### src/rtl/fp16_accum.sv
// fp16_accum: sums LEN IEEE binary16 products per window, three cycles per accepted input.
// Optional macro FP16_ACCUM_BIAS_EN adds a bias input that seeds the accumulator at window start.
module fp16_accum #(
    parameter int unsigned LEN = 9
) (
    input  logic        clk,
    input  logic        rst_n,
    input  logic        in_valid,
    output logic        in_ready,
    input  logic [15:0] in_data,
`ifdef FP16_ACCUM_BIAS_EN
    input  logic [15:0] bias,
`endif
    output logic        out_valid,
    input  logic        out_ready,
    output logic [15:0] out_data
);

    typedef enum logic [2:0] {IDLE, ACC, ALIGN, NORM, DONE} state_t;

    localparam logic [9:0] LEN_CNT = LEN[9:0];

    state_t      state, state_nx;
    logic        armed;
    logic [9:0]  count;
    logic [15:0] acc;
    logic [15:0] operand;
    logic [15:0] start_val;

    // ALIGN stage results
    logic [4:0]  exp_big;
    logic [10:0] sig_big, sig_small;
    logic        sign_big, sign_small;
    logic        special;
    logic [15:0] special_val;

`ifdef FP16_ACCUM_BIAS_EN
    assign start_val = bias;
`else
    assign start_val = '0;
`endif

    // Alignment of accumulator against the captured operand
    logic        a_nan, a_inf, b_nan, b_inf, a_big;
    logic [14:0] key_a, key_b;
    logic [10:0] sig_a, sig_b, sig_l, sig_s, sig_s_aligned;
    logic [4:0]  exp_l, exp_s, exp_diff;
    logic        sign_l, sign_s;
    logic        special_c;
    logic [15:0] special_val_c;

    always_comb begin
        a_nan = (&acc[14:10]) & (|acc[9:0]);
        a_inf = (&acc[14:10]) & ~(|acc[9:0]);
        b_nan = (&operand[14:10]) & (|operand[9:0]);
        b_inf = (&operand[14:10]) & ~(|operand[9:0]);
        // Subnormals carry a zero key and zero significand, so they behave as zero
        key_a = (acc[14:10] == 5'd0) ? '0 : acc[14:0];
        key_b = (operand[14:10] == 5'd0) ? '0 : operand[14:0];
        sig_a = (acc[14:10] == 5'd0) ? '0 : {1'b1, acc[9:0]};
        sig_b = (operand[14:10] == 5'd0) ? '0 : {1'b1, operand[9:0]};
        a_big  = key_a >= key_b;
        exp_l  = a_big ? key_a[14:10] : key_b[14:10];
        exp_s  = a_big ? key_b[14:10] : key_a[14:10];
        sig_l  = a_big ? sig_a : sig_b;
        sig_s  = a_big ? sig_b : sig_a;
        sign_l = a_big ? acc[15] : operand[15];
        sign_s = a_big ? operand[15] : acc[15];
        exp_diff = exp_l - exp_s;
        sig_s_aligned = (exp_diff >= 5'd12) ? '0 : (sig_s >> exp_diff);

        special_c     = 1'b1;
        special_val_c = 16'h7E00;
        if (a_nan | b_nan | (a_inf & b_inf & (acc[15] ^ operand[15])))
            special_val_c = 16'h7E00;
        else if (a_inf)
            special_val_c = {acc[15], 15'h7C00};
        else if (b_inf)
            special_val_c = {operand[15], 15'h7C00};
        else
            special_c = 1'b0;
    end

    // Add/subtract, leading-zero normalise, truncate
    logic [11:0]       raw;
    logic [3:0]        lz;
    logic [9:0]        shifted, mant;
    logic signed [6:0] exp_res;
    logic [15:0]       sum_val;

    always_comb begin
        if (sign_big == sign_small)
            raw = {1'b0, sig_big} + {1'b0, sig_small};
        else
            raw = {1'b0, sig_big} - {1'b0, sig_small};
        lz = '0;
        for (int unsigned i = 0; i < 11; i++)
            if (raw[i]) lz = 4'(10 - i);
        shifted = raw[9:0] << lz;
        if (raw[11]) begin
            exp_res = $signed({2'b00, exp_big}) + 7'sd1;
            mant    = raw[10:1];
        end else begin
            exp_res = $signed({2'b00, exp_big}) - $signed({3'b000, lz});
            mant    = shifted;
        end
        if (raw == 12'd0 || exp_res <= 7'sd0)
            sum_val = '0;
        else if (exp_res > 7'sd30)
            sum_val = {sign_big, 15'h7C00};
        else
            sum_val = {sign_big, exp_res[4:0], mant};
    end

    // armed delays the first IDLE->ACC step by one edge after reset release
    always_ff @(posedge clk or negedge rst_n) begin
        if (!rst_n) armed <= 1'b0;
        else        armed <= 1'b1;
    end

    always_ff @(posedge clk or negedge rst_n) begin
        if (!rst_n) state <= IDLE;
        else        state <= state_nx;
    end

    always_comb begin
        state_nx  = state;
        in_ready  = 1'b0;
        out_valid = 1'b0;
        out_data  = '0;
        case (state)
            IDLE:  if (armed) state_nx = ACC;
            ACC: begin
                in_ready = 1'b1;
                if (in_valid) state_nx = ALIGN;
            end
            ALIGN: state_nx = NORM;
            NORM:  state_nx = (count + 10'd1 == LEN_CNT) ? DONE : ACC;
            DONE: begin
                out_valid = 1'b1;
                out_data  = acc;
                if (out_ready) state_nx = IDLE;
            end
            default: state_nx = IDLE;
        endcase
    end

    always_ff @(posedge clk or negedge rst_n) begin
        if (!rst_n) begin
            acc         <= '0;
            count       <= '0;
            operand     <= '0;
            exp_big     <= '0;
            sig_big     <= '0;
            sig_small   <= '0;
            sign_big    <= 1'b0;
            sign_small  <= 1'b0;
            special     <= 1'b0;
            special_val <= '0;
        end else begin
            case (state)
                IDLE: begin
                    acc   <= start_val;
                    count <= '0;
                end
                ACC: if (in_valid) operand <= in_data;
                ALIGN: begin
                    exp_big     <= exp_l;
                    sig_big     <= sig_l;
                    sig_small   <= sig_s_aligned;
                    sign_big    <= sign_l;
                    sign_small  <= sign_s;
                    special     <= special_c;
                    special_val <= special_val_c;
                end
                NORM: begin
                    acc   <= special ? special_val : sum_val;
                    count <= count + 10'd1;
                end
                default: ;
            endcase
        end
    end

endmodule

### config.mk
export PLATFORM = sky130hd
export DESIGN_NAME = fp16_accum
export DESIGN_NICKNAME = d
export VERILOG_FILES = /design/src/rtl/fp16_accum.sv
export SDC_FILE = /design/constraint.sdc
export NUM_CORES = 1
export LEC_CHECK = 0
export ABC_CLOCK_PERIOD_IN_PS = 5400
export CAP_MARGIN = 0
export CORE_ASPECT_RATIO = 0.9
export CORE_MARGIN = 5
export CORE_UTILIZATION = 52
export CTS_CLUSTER_DIAMETER = 120
export DETAILED_ROUTE_END_ITERATION = 12
export PLACE_DENSITY = 0.74
export SLEW_MARGIN = 20
export SYNTH_ARGS = -nofsm -noshare
export SYNTH_HDL_FRONTEND = slang
export SYNTH_SLANG_ARGS = --single-unit
### constraint.sdc
create_clock -name clk -period 5.4 [get_ports clk]
set_input_delay 1.62 -clock clk [delete_from_list [all_inputs] [get_ports clk]]
set_output_delay 1.62 -clock clk [all_outputs]
set_load 0.05 [all_outputs]
# Word-level counts from Yosys, hierarchy flattened
# Index checks and enable logic that the tools add are counted.
[word_totals] out_inout_bits=18 elab_cells=100 register_bits=92
[classes] eq_ne=9 reduce_logical=12 mux=44 bitwise=11 order_cmp=4 shifts=2 n_addsub=6
[ops] operator="$mux 16" count=6
[ops] operator="$mux 11" count=5
[ops] operator="$mux 15" count=3
[ops] operator="$mux 4" count=11
[ops] operator="$pmux 16 s2" count=1
[ops] operator="$pmux 10 s2" count=1
[ops] operator="$reduce_or 10->1" count=2
[ops] operator="$ge 15x15->1" count=1
[ops] operator="$pmux 3 s5" count=1
[ops] operator="$add 11x11->12" count=1
[ops] operator="$logic_not 12->1" count=1
[ops] operator="$mux 12" count=1
[ops] operator="$mux 3" count=4
[ops] operator="$sub 11x11->12" count=1
[ops] operator="$shr 11x5->11" count=1
[ops] operator="$add 10x1->10 const B" count=1
[ops] operator="$eq 10x4->1 const B" count=1
[ops] operator="$logic_not 5->1" count=2
[ops] operator="$mux 10" count=1
[ops] operator="$mux 5" count=2
[ops] operator="$reduce_and 5->1" count=2
[ops] operator="$shl 10x4->10" count=1
[ops] operator="$gt 7x6->1 const B" count=1
[ops] operator="$le 7x1->1 const B" count=1
[ops] operator="other kinds (20)" count=36

# Logic depth before layout (Yosys ltp)
[depth] ltp_word=20 ltp_mapped=26

# Worst setup path after synthesis
# No wires, ideal clock.
[synth_path] path_type="register to register" start="reg sign_small" end="reg acc[2]" setup_slack_ns=-0.151 t_arrival_ns=5.475 stages_incl_launch_ff=24 cell_sequence="dfrtp_1 > xnor2_1 > clkbuf_1 > mux2_2 > ha_1 > a211oi_4 > o21ai_1 > a211o_1 > and2_1 > o31ai_1 > and3_1 > buf_2 > inv_2 > buf_2 > ha_1 > and3b_1 > o21ai_0 > a21oi_1 > nand2_1 > nor3b_1 > a2111o_1 > nor4_4 > nand3_1 > o21ai_1"
[synth_via] elab_chain_cells=20 word_cells_on_any_way=25 cone_classes="1 x add/sub; 2 x order compare; 1 x eq/ne; 1 x shift; 18 x mux; 2 x reduce/logical"
[synth_rtl] element="start, declared" line_no="33" text="logic sign_big, sign_small;"
[synth_rtl] element="start signal, assigned" line_no="172" text="sign_small <= sign_s;"
[synth_rtl] element="$eq 1x1->1 *" line_no="92" text="if (sign_big == sign_small)"
[synth_rtl] element="$mux 12 *" line_no="92"
[synth_rtl] element="$mux 4 (11 in a row)" line_no="98" text="if (raw[i]) lz = 4'(10 - i);"
[synth_rtl] element="$sub 5x4->6" line_no="104" text="exp_res = $signed({2'b00, exp_big}) - $signed({3'b000, lz});"
[synth_rtl] element="$mux 7" line_no="100" text="if (raw[11]) begin"
[synth_rtl] element="$gt 7x6->1 / $le 7x1->1 (equally long branches)" line_no="109, 107"
[synth_rtl] element="$mux 15 / $logic_or 1x1->1 (equally long branches)" line_no="109, 107"
[synth_rtl] element="$mux 16 *" line_no="107" text="if (raw == 12'd0 || exp_res <= 7'sd0)"
[synth_rtl] element="$mux 16 *" line_no="177" text="acc <= special ? special_val : sum_val;"
[synth_rtl] element="$pmux 16 s2 *" line_no="161" text="case (state)"
[synth_rtl] element="end signal, assigned" line_no="163" text="acc <= start_val;"
[synth_rtl] element="end signal, assigned" line_no="177"
[synth_rtl] element="end, declared" line_no="26" text="logic [15:0] acc;"
# Every way passes the cells marked *; elsewhere a longest branch is shown, timed or not.
# A chain may end at the register's enable or synchronous reset.

# Worst setup path after layout
[layout_path] start="reg sign_big" end="reg acc[6]"
[layout_via] elab_chain_cells=20 word_cells_on_any_way=25 cone_classes="1 x add/sub; 2 x order compare; 1 x eq/ne; 1 x shift; 18 x mux; 2 x reduce/logical"
[layout_rtl] element="start, declared" line_no="33"
[layout_rtl] element="start signal, assigned" line_no="171" text="sign_big <= sign_l;"
[layout_rtl] element="$eq 1x1->1 *" line_no="92"
[layout_rtl] element="$mux 12 *" line_no="92"
[layout_rtl] element="$mux 4 (11 in a row)" line_no="98"
[layout_rtl] element="$sub 5x4->6" line_no="104"
[layout_rtl] element="$mux 7" line_no="100"
[layout_rtl] element="$gt 7x6->1 / $le 7x1->1 (equally long branches)" line_no="109, 107"
[layout_rtl] element="$mux 15 / $logic_or 1x1->1 (equally long branches)" line_no="109, 107"
[layout_rtl] element="$mux 16 *" line_no="107"
[layout_rtl] element="$mux 16 *" line_no="177"
[layout_rtl] element="$pmux 16 s2 *" line_no="161"
# Marks and branches as above.

==> impl_metrics.ini <==
[timing]
maxSlewViolCount = 0
finalHoldViolCount = 0
clock.fmax_mhz = 189
finalSetupViolCount = 0
fin_crit_sh_pct = 98.1
worst_pin_slew_ns = 0.763
clock_skew_ns = 0.00572
slew_headroom_pct = 49.2
min_period_ns = 5.30

[global_routing]
grt_usage_pct = 24.4
grt_pass1_vias = 6205
grt_pass1_wl_um = 31700
grt_overflow = 0
grt_max_degree = 80
antenna_found_initial = 0

[finish]
drive_gt1_share_pct = 23.2
diodes = 0
final_cells = 1094
syn2layout_area_growth_pct = 25.7
nets = 978

[route]
vias = 6896
drtPass1Iterations = 6
ant_nets = 0
wl_per_cell_um = 18.7
drtIter0Drc = 577
drc = 0
via_per_inst = 6.30
finalWirelength_um = 20400

[worst_setup_path]
cp_max_fo = 8
cp_num_buf_inv = 4
r2r-start = sign_big
crit_type = reg2reg
arrival_ns = 5.54
crit_path_end_kind = flip-flop
rrSetupSlack_ns = 0.10
critical_path.most_common_cell = buf_4
critPathLaunchType = flip-flop
crit_chain = xnor2_2 > buf_6 > nor2_1 > xor2_1 > ha_2 > and2b_2 > o2111ai_2 > o211ai_1 > buf_4 > o31ai_4 > and3_4 > inv_4 > ha_1 > and3b_2 > or3_4 > and3_1 > nand3_1 > nor3b_1 > a311o_1 > nor4_4 > buf_4 > a32oi_2 > o41ai_2
cp_slowest_stage_delay_ns = 0.41
worst_ep_required_time_ns = 5.64
cp_slowest_cell = dfrtp_1
rr_endpoint = acc[6]
ff2ff_path_depth = 23
cp_top_family = simple AND/OR/NAND/NOR gates

[min_path]
min_from = special_val[14]
hold_path_depth = 1
hold-path-endpoint = special_val[14]
min_path_type = reg2reg

[synthesis]
ys_ff_latch = 79
yosys.area_share.simple_pct = 22.9
yosys_most_used_dff = dfrtp_1
async_reset_ff_share_pct = 100
yosys.area.top_type_share_pct = 28.3
ys_types = 88
synth_area_leaders = dfrtp_1 (28%), ha_1 (6.3%), nand2_1 (5.9%)
synthCells = 849
ys_seq_area_share_pct = 28.3
synth_edf_count = 0
synthMuxAreaShare_pct = 8.15
yosys.area_share.adder_pct = 6.85
syn_area_per_cell_sq_um = 8.22
yosys.area.top_type = dfrtp_1
synthesis.yosys.warnings = 0
syn_nets = 906
synth_top_family_by_area = compound AO/OA/AOI/OAI gates
synth_xor_area_share_pct = 3.01
synth-compound-area-share_pct = 25.5
syn_area_sq_mm = 0.00698

[die]
design.core.area_sq_mm = 0.0133
die_h_um = 120
rows = 40
die_area_sq_mm = 0.0158
die_x_um = 132
pin_count = 38
start_util_pct = 52.6

[clock_tree]
clkSinkCount = 79
clock-root-buffer = clkbuf_16
cts_max_level = 3
worstSkewPairLatency_ns = 0.35
cts_buffers = 9
clkTransAtPathRegs_ns = 0.06
cts_max_path_buffers = 2
cts_tree = yes
hold_buffers = 0

[flow_run]
max_cap_viol_count = 0

[placement]
port_buffers = 37
hpwl_um = 14900
dp_cells = 1061
gp_congestion = 0.958

[outcome]
status = complete, no violations
## worst max path at each step
stage	from	depth (start not counted)	endpoint
finish	sign_big	23	acc[6]
global route	sign_big	23	acc[2]
CTS	sig_small[2]	25	acc[6]
detailed placement	sign_small	21	acc[6]
global placement	sign_small	20	acc[6]
floorplan	sig_small[2]	24	acc[2]
## timing repair
item | 4_1_cts | 5_1_grt
resized for setup | 1 | 95
gates cloned | 0 | 1
setup endpoints to repair | 11 | 16
setup buffers | 1 | 16
pin swaps | 2 | 33
## synth_stat cells (all sizes together), types with 14 or more instances
library cell  number
dfrtp             79
nor3              16
nand2            110
ha                35
mux2              17
buf               16
a21oi             40
o21ai             69
nand3             26
a211oi            14
nor4              14
inv               40
mux2i             22
a31oi             22
nor2              61
and2              21
clkbuf            34
o211ai            16
## layout by cell type (no fill, tap or decap), drive strengths merged, types with 5 or more instances in the layout
master	instances
nand2	110
and3	11
clkbuf	12
clkdlybuf4s50	36
nand3	26
a31oi	22
a22oi	7
mux2	17
o211ai	16
buf	75
a2111oi	6
inv	41
xnor2	12
nor3b	10
and2	21
nand2b	12
dfrtp	79
nor4	14
ha	35
o21a	9
nor3	16
nor2	61
xor2	12
a21o	10
o31ai	8
a32oi	7
a211oi	14
mux2i	22
a21oi	40
a22o	5
nand4	9
o21ai	69
mux4	7
## logic make-up (layout without fill, tap and decap cells)
| logic type | Yosys count | count (layout) |
|---|---|---|
| AOI/OAI and AO/OA | 252 | 252 |
| adders and majority gates | 37 | 37 |
| and+or+nand+nor | 319 | 319 |
| muxes | 46 | 46 |
| DFF | 79 | 79 |
| xor gates and xnor gates | 24 | 24 |
| other | 1 | 1 |
| buffers and inverters | 91 | 168 |
## per-stage QoR
step / hold slack, ns / setup slack, ns / utilization [%] / area, sq um / TNS, ns
global placement: 0.442 / 0.0360 / 58.9 / 7810 / 0
finish: 0.468 / 0.102 / 66.2 / 8780 / 0
CTS: 0.461 / 0.0117 / 61.5 / 8150 / 0
detailed placement: 0.448 / -0.128 / 58.9 / 7810 / -0.320
floorplan: 0.425 / 0.00864 / - / 7010 / 0
global route: 0.487 / -0.112 / 66.2 / 8780 / -0.908
## area by class of cell
class / instances / area (sq um)
Multi-Input combinational cell: 679 / 5160
Sequential cell: 79 / 1980
Inverter: 41 / 156
Clock inverter: 4 / 76.3
Fill cell: 1104 / 4490
Tap cell: 168 / 210
Clock buffer: 12 / 256
Timing Repair Buffer: 111 / 942
## metal layers
layer  up-vias  wire length (um)  global-route usage [%]  part of all wire, %
met4         0               739                    8.93                  3.6
met1      3316              9110                    33.9                   45
met5         -                 0                       0                    0
met3        68              1210                    5.45                  5.9
met2       240              9340                    37.3                   46
li1       3272                 -                       -                    -
## flip-flops by register name, summed over array words and instances, names as in the netlist, 3 cells and up
register     cells
sig_small       11
sig_big         11
operand         16
count           10
special_val      3
acc             16
state            3
exp_big          5
## worst reg2reg max path, stage by stage, from the launching register on
cell and delay [ns]:
dfrtp_1 0.41, xnor2_2 0.27, buf_6 0.19, nor2_1 0.06
xor2_1 0.14, ha_2 0.32, and2b_2 0.25, o2111ai_2 0.23
o211ai_1 0.23, buf_4 0.22, o31ai_4 0.28, and3_4 0.25
inv_4 0.05, ha_1 0.27, and3b_2 0.23, or3_4 0.40
and3_1 0.20, nand3_1 0.08, nor3b_1 0.05, a311o_1 0.33
nor4_4 0.34, buf_4 0.20, a32oi_2 0.12, o41ai_2 0.08
Power is not shown: default switching activity piles up to over one toggle a cycle in this logic, so the estimate is an artifact.
